### config.mk
export PLATFORM = sky130hd
export DESIGN_NAME = mux5_rr_arbiter
export DESIGN_NICKNAME = d
export VERILOG_FILES = /design/src/rtl/mux5_rr_arbiter.sv
export SDC_FILE = /design/constraint.sdc
export NUM_CORES = 1
export LEC_CHECK = 0
export ABC_AREA = 1
export CORE_MARGIN = 2
export CORE_UTILIZATION = 40
export CTS_CLUSTER_DIAMETER = 100
export CTS_CLUSTER_SIZE = 12
export DETAILED_ROUTE_END_ITERATION = 6
export RECOVER_POWER = 25
export SETUP_SLACK_MARGIN = 0.02
export SLEW_MARGIN = 20
export SYNTH_ARGS = -nofsm -noshare
export SYNTH_HDL_FRONTEND = slang
export SYNTH_SLANG_ARGS = --single-unit
### constraint.sdc
create_clock -name clk -period 4.4 [get_ports clk]
set_input_delay 0.44 -clock clk [delete_from_list [all_inputs] [get_ports clk]]
set_output_delay 0.44 -clock clk [all_outputs]
set_load 0.01 [all_outputs]
### src/rtl/mux5_rr_arbiter.sv
// Round-robin grant sequencer for the five-input data mux: holds a requester
// for a whole packet (or MAXBURST beats) and drives the downstream valid/ready handshake.
module mux5_rr_arbiter #(
   parameter int unsigned MAXBURST  = 8,
   parameter int unsigned WIREWIDTH = 1
) (
   input  logic       clk,
   input  logic       rst_n,
   input  logic [4:0] req_i,
   input  logic [4:0] last_i,
   input  logic       out_ready_i,
   output logic [2:0] s_o,
   output logic [4:0] grant_o,
   output logic       out_valid_o,
   output logic       out_last_o,
   output logic [4:0] ready_o
);

   // Data width of the companion mux; the control path never looks at it.
   localparam int unsigned unused_data_w = WIREWIDTH + 1;
   localparam logic [7:0]  CNT_LIM = (MAXBURST == 0) ? 8'd0 : 8'(MAXBURST - 1);

   typedef enum logic {IDLE, BUSY} state_e;

   state_e     state_q, state_d;
   logic [2:0] s_q, s_d;
   logic [4:0] grant_q, grant_d;
   logic [2:0] ptr_q, ptr_d;
   logic [7:0] cnt_q, cnt_d;

   function automatic logic [2:0] inc5(input logic [2:0] x);
      return (x == 3'd4) ? 3'd0 : x + 3'd1;
   endfunction

   // Returns {hit, index} of the first set bit scanning start, start+1, ... mod 5.
   function automatic logic [3:0] rr_pick(input logic [4:0] r, input logic [2:0] start);
      logic       hit;
      logic [2:0] idx;
      logic [2:0] j;
      hit = 1'b0;
      idx = 3'd0;
      j   = start;
      for (int k = 0; k < 5; k++) begin
         if (!hit && r[j]) begin
            hit = 1'b1;
            idx = j;
         end
         j = inc5(j);
      end
      return {hit, idx};
   endfunction

   logic       busy, beat, eog;
   logic [3:0] idle_pick, busy_pick;

   assign busy        = (state_q == BUSY);
   assign out_valid_o = busy & |(req_i & grant_q);
   assign out_last_o  = out_valid_o & |(last_i & grant_q);
   assign ready_o     = grant_q & {5{out_ready_i}};
   assign s_o         = s_q;
   assign grant_o     = grant_q;

   assign beat = busy & out_valid_o & out_ready_i;
   assign eog  = beat & (out_last_o | ((MAXBURST != 0) && (cnt_q == CNT_LIM)));

   // The current owner is masked out so a rotation never re-grants it directly.
   assign idle_pick = rr_pick(req_i, inc5(ptr_q));
   assign busy_pick = rr_pick(req_i & ~grant_q, inc5(s_q));

   always_comb begin
      state_d = state_q;
      s_d     = s_q;
      grant_d = grant_q;
      ptr_d   = ptr_q;
      cnt_d   = cnt_q;
      case (state_q)
         IDLE: begin
            if (idle_pick[3]) begin
               state_d = BUSY;
               s_d     = idle_pick[2:0];
               grant_d = 5'b00001 << idle_pick[2:0];
               ptr_d   = idle_pick[2:0];
               cnt_d   = 8'd0;
            end
         end
         BUSY: begin
            if (beat) cnt_d = cnt_q + 8'd1;
            if (eog) begin
               cnt_d = 8'd0;
               if (busy_pick[3]) begin
                  s_d     = busy_pick[2:0];
                  grant_d = 5'b00001 << busy_pick[2:0];
                  ptr_d   = busy_pick[2:0];
               end else begin
                  state_d = IDLE;
                  grant_d = 5'd0;
               end
            end
         end
         default: state_d = IDLE;
      endcase
   end

   always_ff @(posedge clk or negedge rst_n) begin
      if (!rst_n) begin
         state_q <= IDLE;
         s_q     <= 3'd0;
         grant_q <= 5'd0;
         ptr_q   <= 3'd4;
         cnt_q   <= 8'd0;
      end else begin
         state_q <= state_d;
         s_q     <= s_d;
         grant_q <= grant_d;
         ptr_q   <= ptr_d;
         cnt_q   <= cnt_d;
      end
   end

endmodule

==> metrics.yaml <==
place:
  place_area_sq_um: 3009
  place.gp.congestion: 0.8706
  port_buffers: 27
  hpwl_mm: 6.195
layout:
  final_nets: 520
  n_antenna_cell: 0
  design_area_sq_um: 3072
  syn_to_final_growth_pct: 14.61
  drive_above_1_share_pct: 11.36
power:
  combinationalPowerShare_pct: 18.0
  power_mw: 0.3683
  netSwitchingPower_mw: 0.09870
  switching_share_pct: 26.80
  power_frac_clock_pct: 37.1
  power_density_nw_per_um2: 119.9
  pwr-share-seq_pct: 44.9
  leakage_nw: 1.718
  internal_power_mw: 0.2696
  ir_drop_mv: 0.1655
outcome:
  status: "finished with violations"
  violations: "design-rule violations"
critical_path:
  critical_path.max_stage_delay_ns: 0.42
  crit_chain: "inv_1, ha_2, inv_1, ha_1, inv_1, ha_1, or2_2, nand3_2, nand2_1, nand2_1, and2_1, nand2_1, nand3_1, nand2_2, nor2_2, inv_2, o21ai_4, nand2_4, nand2_4, inv_2, nand2_1, nand2_1"
  critPathRequiredTime_ns: 4.55
  crit_arrival_ns: 4.11
  start_kind: "flip-flop"
  crit_type: "flip-flop to flip-flop"
  cp-end-kind: "flip-flop"
  cp_max_fo: 15
  cpLargestDelayFamily: "simple AND/OR/NAND/NOR gates"
  cp_common_cell: "nand2_1"
  cp.buffers_inverters: 5
  cpMaxStageDelayCell: "dfrtp_1"
die:
  dieArea_sq_um: 7371
  core_area_sq_um: 6422
  core.rowCount: 29
  start_util_pct: 41.73
  num_io_pins: 28
  die_x_microns: 85.86
  die_y_microns: 85.86
synth:
  synthTopCellsByArea: "nand2_1 22%, dfrtp_1 16%, nand3_1 13%"
  netlist.area_leader.share_pct: 21.57
  synth_xor_area_share_pct: 1.307
  synth.largest_area_cell: "nand2_1"
  ys.warnings.count: 0
  syn-num-nets: 493
  synth-compound-area-share_pct: 11.20
  synth_seq_cells: 18
  synthMuxAreaShare_pct: 0
  synthAdderAreaFrac_pct: 6.069
  postSynthAreaPerCell_sq_um: 5.739
  synth_cell_type_count: 39
  synth_cells: 467
  synth-seq-area-share_pct: 16.85
  synthSimpleGateAreaFrac_pct: 52.10
  synth_top_family_by_area: "simple AND/OR/NAND/NOR gates"
  synth_area_sq_um: 2680
grt:
  grt_max_degree: 19
  grt_use_total_pct: 21.78
  gr-total-overflow: 0
  grt_pass1_wl_mm: 13.05
  antenna_found_initial: 0
  grt_pass1_vias: 2832
drt:
  drt-initial-drc-count: 172
  wl_per_cell_microns: 13.14
  avgViaCountPerCell: 5.105
  drcViolationCount: 1
  drtPass1Iterations: 7
  via_count: 2910
  wl_mm: 7.491
  drtAntennaViolNets: 0
timing:
  setup_violations: 0
  finalHoldViolCount: 0
  slew_viol_final: 0
  setup_tns_ns: 0
  skew_ns: 0.002954
  period_share_pct: 90.04
  fmax_mhz: 252.4
  rsz0062_at_grt: "false"
  finalCriticalPeriod_ns: 3.962
  worst_pin_slew_ns: 0.8372
  relSlewSlack_pct: 44.00
cts:
  numClockSinks: 18
  cts_made_buffers: 3
  cts_root_buffer: "clkbuf_8"
  clk_pin_slew_ns: 0.07
  postCtsHoldBufs: 0
  clk_latency_ns: 0.25
  clk_path_buf_depth: 2
  cts_tree: "built"
  htree_levels: 1
run:
  maxCapViolCount: 0
worst_hold_path:
  hold_class: "flip-flop to flip-flop"
## final cells by class
type | count | area [sq um]
well taps | 77 | 96.34
inverters | 79 | 296.5
repair buffers | 27 | 270.3
clock buffers | 4 | 55.05
flip-flops and latches | 18 | 451.7
multi-input cells | 365 | 1902
fillers | 695 | 3351
## power by group through the flow
stage / logic, mW / clock network (mW) / registers [mW]
after global placement: 0.0663 / 0 / 0.169
after CTS: 0.0664 / 0.140 / 0.165
final: 0.0661 / 0.137 / 0.165
after floorplan: 0.0372 / 0 / 0.169
after global routing: 0.0750 / 0.145 / 0.165
after detailed placement: 0.0663 / 0 / 0.169
## synth_stat cells (all sizes together)
master / instances
a22oi: 1
a21boi: 1
nor4: 1
a221oi: 1
and2: 2
dfstp: 1
o22ai: 1
o211ai: 1
o21bai: 1
o21ai: 31
or2: 5
nor2: 33
nand2: 169
nand4: 8
dfrtp: 17
buf: 4
a22o: 1
ha: 13
a21oi: 8
a31oi: 1
nor3: 5
xor2: 4
nand3b: 1
clkbuf: 1
nand3: 77
inv: 79
## timing repair
action                     CTS  global route
resized for setup            0             3
setup buffers                0             0
setup endpoints to repair    0             7
## state kept, by name, summed over array words and instances, names as in the netlist
| signal | count |
|---|---|
| cnt_q | 8 |
| grant_o | 5 |
| s_o | 3 |
| busy | 1 |
| ptr_q | 1 |
## worst paths after layout
path                                       from                      to  slack [ns]  cells past startpoint
hold / removal             ptr_q[2]$_DFFE_PN1P_    ptr_q[2]$_DFFE_PN1P_        0.53                      2
hold reg to reg            ptr_q[2]$_DFFE_PN1P_    ptr_q[2]$_DFFE_PN1P_        0.53                      2
min in group asynchronous                 rst_n          busy$_DFF_PN0_        0.73                      1
max in group asynchronous                 rst_n  grant_o[0]$_DFFE_PN0P_        3.15                      1
setup reg to reg             s_o[0]$_DFFE_PN0P_  grant_o[3]$_DFFE_PN0P_        0.44                     22
setup / recovery             s_o[0]$_DFFE_PN0P_  grant_o[3]$_DFFE_PN0P_        0.44                     22
## per-layer routing
metal	up-vias	part of all wire (%)	GRT usage (%)
li1	1542	-	-
met1	1278	49	29.48
met2	78	44	36.51
met3	12	5.7	3.754
met4	0	1.8	4.618
met5	-	0	0
## kinds of logic after synthesis
family,count (synthesis)
compound gates,47
buf+inv,84
fa+ha+maj,13
flops,18
xor+xnor,4
simple gates,301
## stage by stage
| stage | setup slack, ns | hold slack (ns) | instances | utilization [%] |
|---|---|---|---|---|
| CTS | 0.3506 | 0.5314 | 570 | 47.71 |
| global route | 0.02007 | 0.5809 | 570 | 47.83 |
| finish | 0.4381 | 0.5285 | 570 | 47.83 |
| global placement | 0.5301 | 0.5167 | 566 | 46.85 |
| floorplan | 0.8507 | 0.1444 | 467 | - |
| detailed placement | 0.3720 | 0.5181 | 566 | 46.85 |
## tightest hold or removal path, cell delays in order (launching register included)
cell     delay [ns]
dfstp_2        0.40
inv_2          0.07
o21ai_1        0.06
## cell usage in the layout, fill, tap and decap left out, types with 6 or more instances in the layout
master             n
nand2_1          153
inv_1             72
nand3_1           68
nor2_1            29
clkdlybuf4s50_1   26
o21ai_0           18
dfrtp_1           17
nand2_2           13
ha_1              12
nand3_2            8
nand4_1            8
inv_2              7
a21oi_1            7
o21ai_1            6
Note: power is estimated with default switching activity, not from simulation.
